===== config.mk =====
export PLATFORM = sky130hd
export DESIGN_NAME = gb_bus_arbiter_flat
export DESIGN_NICKNAME = d
export VERILOG_FILES = /design/src/rtl/gb_bus_pkg.sv /design/src/rtl/gb_bus_if.sv /design/src/rtl/gb_oam_dma.sv /design/src/rtl/gb_bus_arbiter.sv /design/src/flat_wrapper.sv
export SDC_FILE = /design/constraint.sdc
export NUM_CORES = 1
export LEC_CHECK = 0
export CORE_MARGIN = 2
export CORE_UTILIZATION = 43
export DETAILED_ROUTE_END_ITERATION = 16
export PLACE_DENSITY = 0.81
export SETUP_SLACK_MARGIN = 0.15
export SYNTH_ARGS = -nofsm -noshare
export SYNTH_HDL_FRONTEND = slang
export SYNTH_SLANG_ARGS = --single-unit

===== constraint.sdc =====
create_clock -name clock4 -period 2.1 [get_ports clock4]
set_input_delay 0.42 -clock clock4 [delete_from_list [all_inputs] [get_ports clock4]]
set_output_delay 0.42 -clock clock4 [all_outputs]
set_load 0.01 [all_outputs]

===== src/rtl/gb_bus_pkg.sv =====
// Shared constants and types for the LR35902 bus arbiter and its OAM DMA engine.
package gb_bus_pkg;

  localparam logic [15:0] DMA_REG_ADDR = 16'hFF46;
  localparam logic [15:0] OAM_BASE     = 16'hFE00;
  localparam logic [7:0]  DMA_LEN      = 8'd160;
  localparam logic [15:0] HRAM_LO      = 16'hFF80;
  localparam logic [15:0] HRAM_HI      = 16'hFFFE;
  localparam logic [7:0]  ECHO_FOLD    = 8'hE0;

  typedef enum logic [1:0] {IDLE, START, READ, WRITE} dma_state_t;

  // Source pages 0xE0-0xFF alias work RAM (echo region), so fold them down by 0x20.
  function automatic logic [7:0] fold_src(input logic [7:0] page);
    return (page >= ECHO_FOLD) ? (page - 8'h20) : page;
  endfunction

endpackage


===== src/rtl/gb_bus_if.sv =====
// CPU-side and memory-side bus signals of the arbiter, plus the DMA state for observation.
// Strobe semantics: cpu_load/cpu_store and mem_load/mem_store are single-cycle requests
// that complete in the cycle they are raised; read data is valid in that same cycle.
interface gb_bus_if;
  import gb_bus_pkg::*;

  logic [15:0] cpu_address;
  logic        cpu_load;
  logic        cpu_store;
  logic [7:0]  cpu_outdata;
  logic [7:0]  cpu_indata;
  logic [15:0] mem_address;
  logic        mem_load;
  logic        mem_store;
  logic [7:0]  mem_outdata;
  logic [7:0]  mem_indata;
  logic        dma_active;
  dma_state_t  dbg_state;

  // Arbiter side.
  modport slave (
    input  cpu_address, cpu_load, cpu_store, cpu_outdata, mem_indata,
    output cpu_indata, mem_address, mem_load, mem_store, mem_outdata, dma_active, dbg_state
  );

  // CPU + memory environment side.
  modport master (
    output cpu_address, cpu_load, cpu_store, cpu_outdata, mem_indata,
    input  cpu_indata, mem_address, mem_load, mem_store, mem_outdata, dma_active, dbg_state
  );

endinterface


===== src/rtl/gb_oam_dma.sv =====
// OAM DMA engine: copies 160 bytes from {src, 00} to 0xFE00 as READ/WRITE pairs.
// A stalled cycle holds state, index and buffer so the same bus cycle is retried.
module gb_oam_dma
  import gb_bus_pkg::*;
(
  input  logic        clock4,
  input  logic        resetn,
  input  logic        start,
  input  logic [7:0]  start_src,
  input  logic        stall,
  input  logic [7:0]  mem_indata,
  output dma_state_t  state,
  output logic        active,
  output logic        busy,
  output logic [7:0]  src,
  output logic [15:0] dma_address,
  output logic        dma_load,
  output logic        dma_store,
  output logic [7:0]  dma_outdata
);

  dma_state_t state_q, state_d;
  logic [7:0] idx_q, idx_d;
  logic [7:0] buf_q, buf_d;
  logic [7:0] src_q, src_d;

  // State, index, buffer and source registers.
  always_ff @(posedge clock4 or negedge resetn) begin
    if (!resetn) begin
      state_q <= IDLE;
      idx_q   <= 8'h00;
      buf_q   <= 8'h00;
      src_q   <= 8'hFF;
    end else begin
      state_q <= state_d;
      idx_q   <= idx_d;
      buf_q   <= buf_d;
      src_q   <= src_d;
    end
  end

  // Next-state logic; a register write restarts the copy from any state.
  always_comb begin
    state_d = state_q;
    idx_d   = idx_q;
    buf_d   = buf_q;
    src_d   = src_q;
    case (state_q)
      START: state_d = READ;
      READ: begin
        if (!stall) begin
          buf_d   = mem_indata;
          state_d = WRITE;
        end
      end
      WRITE: begin
        if (!stall) begin
          if (idx_q == DMA_LEN - 8'd1) begin
            state_d = IDLE;
          end else begin
            idx_d   = idx_q + 8'd1;
            state_d = READ;
          end
        end
      end
      default: state_d = state_q;
    endcase
    if (start) begin
      src_d   = start_src;
      idx_d   = 8'h00;
      state_d = START;
    end
  end

  // Bus request the engine would issue if granted this cycle.
  always_comb begin
    dma_address = OAM_BASE + {8'h00, idx_q};
    dma_load    = 1'b0;
    dma_store   = 1'b0;
    dma_outdata = buf_q;
    if (state_q == READ) begin
      dma_address = {fold_src(src_q), idx_q};
      dma_load    = 1'b1;
    end else if (state_q == WRITE) begin
      dma_store = 1'b1;
    end
  end

  assign state  = state_q;
  assign active = (state_q != IDLE);
  assign busy   = (state_q == READ) || (state_q == WRITE);
  assign src    = src_q;

endmodule


===== src/rtl/gb_bus_arbiter.sv =====
// Shares the external bus between the CPU and the OAM DMA engine.
// Build option GB_DMA_BUS_LOCK_EN: when defined, the CPU is locked out of every
// non-HRAM address during a copy; when undefined, the CPU always wins and the DMA waits.
module gb_bus_arbiter
  import gb_bus_pkg::*;
(
  input logic     clock4,
  input logic     resetn,
  gb_bus_if.slave bus
);

  logic        reg_hit;
  logic        reg_store;
  logic        reg_load;
  logic        cpu_req;
  logic        stall;
  logic        cpu_blocked;
  logic        dma_grant;
  logic        dma_active;
  logic        dma_busy;
  dma_state_t  dma_state;
  logic [7:0]  dma_src;
  logic [15:0] dma_address;
  logic        dma_load;
  logic        dma_store;
  logic [7:0]  dma_outdata;

  // A store to the DMA register wins the decode when load and store are both raised.
  assign reg_hit   = (bus.cpu_address == DMA_REG_ADDR);
  assign reg_store = bus.cpu_store && reg_hit;
  assign reg_load  = bus.cpu_load && !bus.cpu_store && reg_hit;
  assign cpu_req   = bus.cpu_load || bus.cpu_store;

`ifdef GB_DMA_BUS_LOCK_EN
  logic hram_hit;
  assign hram_hit    = (bus.cpu_address >= HRAM_LO) && (bus.cpu_address <= HRAM_HI);
  assign stall       = cpu_req && hram_hit;
  assign cpu_blocked = dma_active && !hram_hit;
`else
  assign stall       = cpu_req;
  assign cpu_blocked = 1'b0;
`endif

  assign dma_grant = dma_busy && !stall;

  gb_oam_dma u_dma (
    .clock4      (clock4),
    .resetn      (resetn),
    .start       (reg_store),
    .start_src   (bus.cpu_outdata),
    .stall       (stall),
    .mem_indata  (bus.mem_indata),
    .state       (dma_state),
    .active      (dma_active),
    .busy        (dma_busy),
    .src         (dma_src),
    .dma_address (dma_address),
    .dma_load    (dma_load),
    .dma_store   (dma_store),
    .dma_outdata (dma_outdata)
  );

  // Grant mux: CPU passthrough by default, lockout response, then DMA ownership.
  always_comb begin
    bus.mem_address = bus.cpu_address;
    bus.mem_load    = bus.cpu_load && !reg_load;
    bus.mem_store   = bus.cpu_store && !reg_store;
    bus.mem_outdata = bus.cpu_outdata;
    bus.cpu_indata  = reg_load ? dma_src : bus.mem_indata;
    if (cpu_blocked) begin
      bus.mem_load   = 1'b0;
      bus.mem_store  = 1'b0;
      bus.cpu_indata = 8'hFF;
    end
    if (dma_grant) begin
      bus.mem_address = dma_address;
      bus.mem_load    = dma_load;
      bus.mem_store   = dma_store;
      bus.mem_outdata = dma_outdata;
    end
  end

  assign bus.dma_active = dma_active;
  assign bus.dbg_state  = dma_state;

endmodule

===== src/flat_wrapper.sv =====
// flat-port wrapper written by rule: the top's interface ports become plain ports
module gb_bus_arbiter_flat import gb_bus_pkg::*;
  (clock4, resetn, bus_cpu_address, bus_cpu_load, bus_cpu_store, bus_cpu_outdata, bus_mem_indata, bus_cpu_indata, bus_mem_address, bus_mem_load, bus_mem_store, bus_mem_outdata, bus_dma_active, bus_dbg_state);
  gb_bus_if bus_i ();
  input logic clock4;
  input logic resetn;
  input wire logic [$bits(bus_i.cpu_address)-1:0] bus_cpu_address;
  input wire logic [$bits(bus_i.cpu_load)-1:0] bus_cpu_load;
  input wire logic [$bits(bus_i.cpu_store)-1:0] bus_cpu_store;
  input wire logic [$bits(bus_i.cpu_outdata)-1:0] bus_cpu_outdata;
  input wire logic [$bits(bus_i.mem_indata)-1:0] bus_mem_indata;
  output wire logic [$bits(bus_i.cpu_indata)-1:0] bus_cpu_indata;
  output wire logic [$bits(bus_i.mem_address)-1:0] bus_mem_address;
  output wire logic [$bits(bus_i.mem_load)-1:0] bus_mem_load;
  output wire logic [$bits(bus_i.mem_store)-1:0] bus_mem_store;
  output wire logic [$bits(bus_i.mem_outdata)-1:0] bus_mem_outdata;
  output wire logic [$bits(bus_i.dma_active)-1:0] bus_dma_active;
  output wire logic [$bits(bus_i.dbg_state)-1:0] bus_dbg_state;
  assign bus_i.cpu_address = bus_cpu_address;
  assign bus_i.cpu_load = bus_cpu_load;
  assign bus_i.cpu_store = bus_cpu_store;
  assign bus_i.cpu_outdata = bus_cpu_outdata;
  assign bus_i.mem_indata = bus_mem_indata;
  assign bus_cpu_indata = bus_i.cpu_indata;
  assign bus_mem_address = bus_i.mem_address;
  assign bus_mem_load = bus_i.mem_load;
  assign bus_mem_store = bus_i.mem_store;
  assign bus_mem_outdata = bus_i.mem_outdata;
  assign bus_dma_active = bus_i.dma_active;
  assign bus_dbg_state = bus_i.dbg_state;
  gb_bus_arbiter u_core (.clock4(clock4), .resetn(resetn), .bus(bus_i));
endmodule

# Word-level counts from Yosys, hierarchy flattened
# Cells that the tools add are included.
# totals
regBits	26
output_inout_bits	37
elab_cells	55
input_bits	36
# op_classes
reduce_logical	18
addsub	3
bitwise	1
n_eq_ne	9
order_cmp	1
n_mux	19
# op_table
op	n
8-bit two-way mux	7
16-bit two-way mux	2
16-bit == test (second input constant)	1
10-bit by 9-bit adder with 11-bit output (first input constant)	1
8-bit by 1-bit adder with 8-bit output (second input constant)	1
8-bit == test (second input constant)	1
8-bit greater-or-equal comparator (second input constant)	1
2-bit two-way mux	4
8-bit by 6-bit subtractor with 8-bit output (second input constant)	1
1-bit logical AND	6
3-bit by 2-bit != test with 1-bit output (second input constant)	2
2-bit case mux with 3 select lines	1
3-bit AND reduction	2
1-bit two-way mux	5
2-bit == test (second input constant)	2
1-bit logical NOT	4
2-bit by 1-bit != test with 1-bit output (second input constant)	2
2-bit nonzero test	2
4-bit nonzero test	1
2-bit by 1-bit == test with 1-bit output (second input constant)	1
1-bit logical OR	2
2-bit AND reduction	1
1-bit inverter	1

# Depth between registers and ports, before layout
# Gate-level depths: netlist of run 1.
# logic_depth
word_depth	6
ltp_mapped	6
ltp_nobuf	6

# By module
# Synthesis of run 1 repeated with hierarchy kept, for this count alone.
# hier_totals
hier_cells	156
hier_area_um2	1729.2
# by_module_without_submodules
mod	area_per_inst_um2	instances	seq_area_each_um2	cells_per_inst
gb_oam_dma	1224.9	1	660.6	108
gb_bus_arbiter	504.2	1	0.0	48

# Worst setup path before layout of run 1
# Ideal clock, no wire load.
# synth_timing
kind	register to output
start	reg u_core.u_dma.state_q[1] (netlist: u_core.u_dma.state[1])
end	out bus_mem_address[4]
required_ns	1.680
setup_slack_ns	0.067
path_stages_with_launch	6
n_path_buf	1
arrival_ns	1.613
cell_sequence	dfrtp_1 -> ha_1 -> nor3b_4 -> nor2_4 -> buf_4 -> mux2_2
# synth_between
elab_chain_cells	4
word_cells_on_any_way	6
cone_classes	eq/ne (2); mux (2); reduce/logical (2)
# synth_lines
element	line	text
start: declaration	gb_oam_dma.sv:22	dma_state_t state_q, state_d;
start signal: assignment	gb_oam_dma.sv:35	state_q <= state_d;
2-bit == test, on equally long branches	gb_oam_dma.sv:81, gb_oam_dma.sv:91	
1-bit logical OR	gb_oam_dma.sv:91	assign busy = (state_q == READ) || (state_q == WRITE);
1-bit logical AND	gb_bus_arbiter.sv:44	assign dma_grant = dma_busy && !stall;
16-bit two-way mux (*)	gb_bus_arbiter.sv:75	if (dma_grant) begin
end: declaration	flat_wrapper.sv:13	output wire logic [$bits(bus_i.mem_address)-1:0] bus_mem_address;
# Mark *: on every way between the ends. The rest lies on a longest branch, timed or not.

# Worst setup path in the final report of run 1
# layout_timing
start	reg u_core.u_dma.state_q[1] (netlist: u_core.u_dma.state[1])
end	out bus_mem_address[1]
# Same word-level chain as after synthesis.

==> run summary, run 1 <==
Tcrit/Tclk final: 111%
clock slew seen by the registers of the worst setup and hold paths: 0.10 ns
IO Port Bufs: 72
YS warnings: 0
Detailed Place HPWL: 4010 µm
number of antenna violations at the first check in global routing: 0
drt first pass iters: 4
Lkg Pwr: 1.53 nW
Max IR drop VDD: 0.467 mV
register area share after synthesis: 38.3%
H-Tree Depth: 1
# nets final: 332
tightest slew margin relative to the limit: 66.8%
met1 wire length: 2550 µm
Mapped Cells: 169
worst slew pin tran: 0.494 ns
die area: 4530 µm²
die span in y: 67.3 µm
largest net degree at the start of global routing: 27
hold slack: 0.493 ns
Power per Cell Area: 788 nW/µm²
row count: 23
ANT nets after route: 0
Mapped Nets: 210
clock tree buffer depth: 2
CP startpoint kind: flip-flop
routed vias: 1902
final hold vios: 0
min Tclk post-route: 2.33 ns
status: complete, but fails checks
Hold Crit Class: flip-flop to flip-flop
RSZ-0062 raised after global routing: yes
asr flop ratio synth: 100%
hold buffers post-CTS: 0
predominant post-synthesis flop cell: dfrtp_1
syn_area_per_cell: 10.2 µm²
top routing layer used: met4
count of pins over their slew limit: 0
WL final: 6800 µm
Sink Count: 26
Residual DRC: 0
Worst Clk Skew: 0.00745 ns
Layout area overhead: 85.5%
failing checks: setup timing
TritonCTS buffer count: 3
Data arrival, critical path: 1.91 ns
Distinct cells, synth: 39
Root Driver: clkbuf_8
pre-CTS setup slack: -0.907 ns
global-route wire length before repair: 9420 µm
vias in the first global route: 1900
width of the die: 67.3 µm
Initial Utilization: 44.0%
WS Path Type: flip-flop to output port
DR WL met3: 426 µm
Seq. cell area: 662 µm²
CP endpoint kind: output port
Layout fillers: 230
Mapped Area: 1720 µm²
layout cells sized above 1: 58.3%
TritonCTS clock tree: built
FMAX: 429 MHz
gr ovfl total: 0
Final Wtd Congestion: 0.835
routed len/inst: 20.0 µm
clk_lat worst skew: 0.29 ns
CP required: 1.68 ns
commonest non-fill, non-tap cells in the layout: 39 x buf_6, 31 x buf_4, 29 x nand2_1
CP Max Fanout: 6
vias per cell: 5.59
synthesized flop and latch total: 26
Post-synth EDFFs: 0
Met2 Routed Length: 3450 µm
commonest non-fill, non-tap cell in the layout: buf_6
core footprint: 3910 µm²
# setup viols final: 33
Max-Cap Viols: 0
total track usage: 28.2%
Final Worst Setup Slack: -0.232 ns
antenna cells: 0
io pins: 73
Iteration-0 DRC Markers: 151
Pwr Total: 0.00252 W
area of the multi-input gates: 1280 µm²
[registers in the layout, indices dropped and copies added (netlist names)]
signal                    cells
u_core.u_dma.dma_outdata      8
u_core.u_dma.idx_q            8
u_core.u_dma.src              8
u_core.u_dma.state            2
[where the power goes]
| group | internal [W] | switching, W |
|---|---|---|
| Sequential | 0.000626 | 0.000122 |
| Clock | 0.000169 | 0.000174 |
| Combinational | 0.000815 | 0.000613 |
| Total | 0.00161 | 0.000910 |
[logic make-up after synthesis]
group / Yosys count / share of synthesized area (%)
flip-flops: 26 / 38.3
buffers and inverters: 12 / 3.49
AO/OA/AOI/OAI: 25 / 11.6
XOR/XNOR: 4 / 2.03
adder cells (fa/ha/maj): 5 / 3.63
multiplexers: 31 / 20.2
AND/OR/NAND/NOR: 66 / 20.7
[cell usage after synthesis (all sizes together) (2+ instances only)]
master   number  area (µm²)
nand4bb       2        22.5
dfrtp        18         450
a31oi         2        12.5
clkbuf        3        11.3
a21oi         3        18.8
nand3         6        35.0
o21ai         5        25.0
nor2         10        45.0
inv           6        22.5
nand4b        2        17.5
nand4         2        12.5
dfstp         8         210
o22a          7        61.3
or3           2        12.5
mux2         30         338
nand2        32         120
buf           3        26.3
and2          4        25.0
xor2          4        35.0
nor3          2        10.0
ha            5        62.6
[layer usage]
| layer | vias to the layer above | track usage [%] |
|---|---|---|
| met3 | 33 | 3.83 |
| met2 | 96 | 51.2 |
| li1 | 852 | - |
| met5 | - | 0 |
| met4 | 0 | 10.7 |
| met1 | 921 | 33.6 |
[worst max-delay path, cell delays in order (launching register included)]
cell and delay (ns):
dfrtp_2 0.46, ha_4 0.18, nor3b_4 0.15, nor2_4 0.14, buf_6 0.12, buf_12 0.12
mux2_4 0.32, buf_6 0.13
[final timing paths]
kind | from | endpoint | slack (ns) | cells past startpoint
setup / recovery | u_core.u_dma.state[1] | bus_mem_address[1] | -0.23 | 7
hold / removal | u_core.u_dma.dma_outdata[2] | u_core.u_dma.dma_outdata[2] | 0.49 | 2
setup reg to reg | u_core.u_dma.idx_q[0] | u_core.u_dma.idx_q[1] | 0.16 | 5
hold reg to reg | u_core.u_dma.dma_outdata[2] | u_core.u_dma.dma_outdata[2] | 0.49 | 2
max in group asynchronous | resetn | u_core.u_dma.src[1] | 1.30 | 2
min in group asynchronous | resetn | u_core.u_dma.idx_q[0] | 0.50 | 2
[cell type report]
| cell class | count | share of cell area (%) |
|---|---|---|
| Clock buffer | 4 | 1.72 |
| Inverter | 6 | 0.705 |
| Multi-Input combinational cell | 132 | 40.2 |
| Sequential cell | 26 | 20.7 |
| Tap cell | 50 | 1.96 |
| Timing Repair Buffer | 122 | 34.7 |
[what timing repair did]
item	4_1_cts	5_1_grt
gates cloned	2	0
pin swaps	15	14
endpoints found under the setup margin	51	46
setup buffers	14	6
gates resized for setup	257	44
[metrics by stage]
stage / cell area (µm²) / std cells / utilization, % / TNS [ns]
after floorplan: 1760 / 169 / - / 0
after global placement: 2730 / 314 / 69.7 / -25.54
after detailed placement: 2730 / 314 / 69.7 / -26.93
after CTS: 3020 / 334 / 77.2 / -4.34
after global routing: 3200 / 340 / 81.7 / -6.69
final: 3200 / 340 / 81.7 / -5.30
No activity file was read; power rests on OpenSTA's default activity.
==> run 2, diff against run 1 <==
- CTS_CLUSTER_SIZE: unset -> 12
- SLEW_MARGIN: unset -> 10
==> results of run 2 <==
No change in the layout: final DEF, timing and power equal those of run 1.
==> run 3, diff against run 2 <==
- CTS_CLUSTER_DIAMETER: unset -> 100
==> results of run 3 <==
No change in the layout: final DEF, timing and power equal those of run 1.
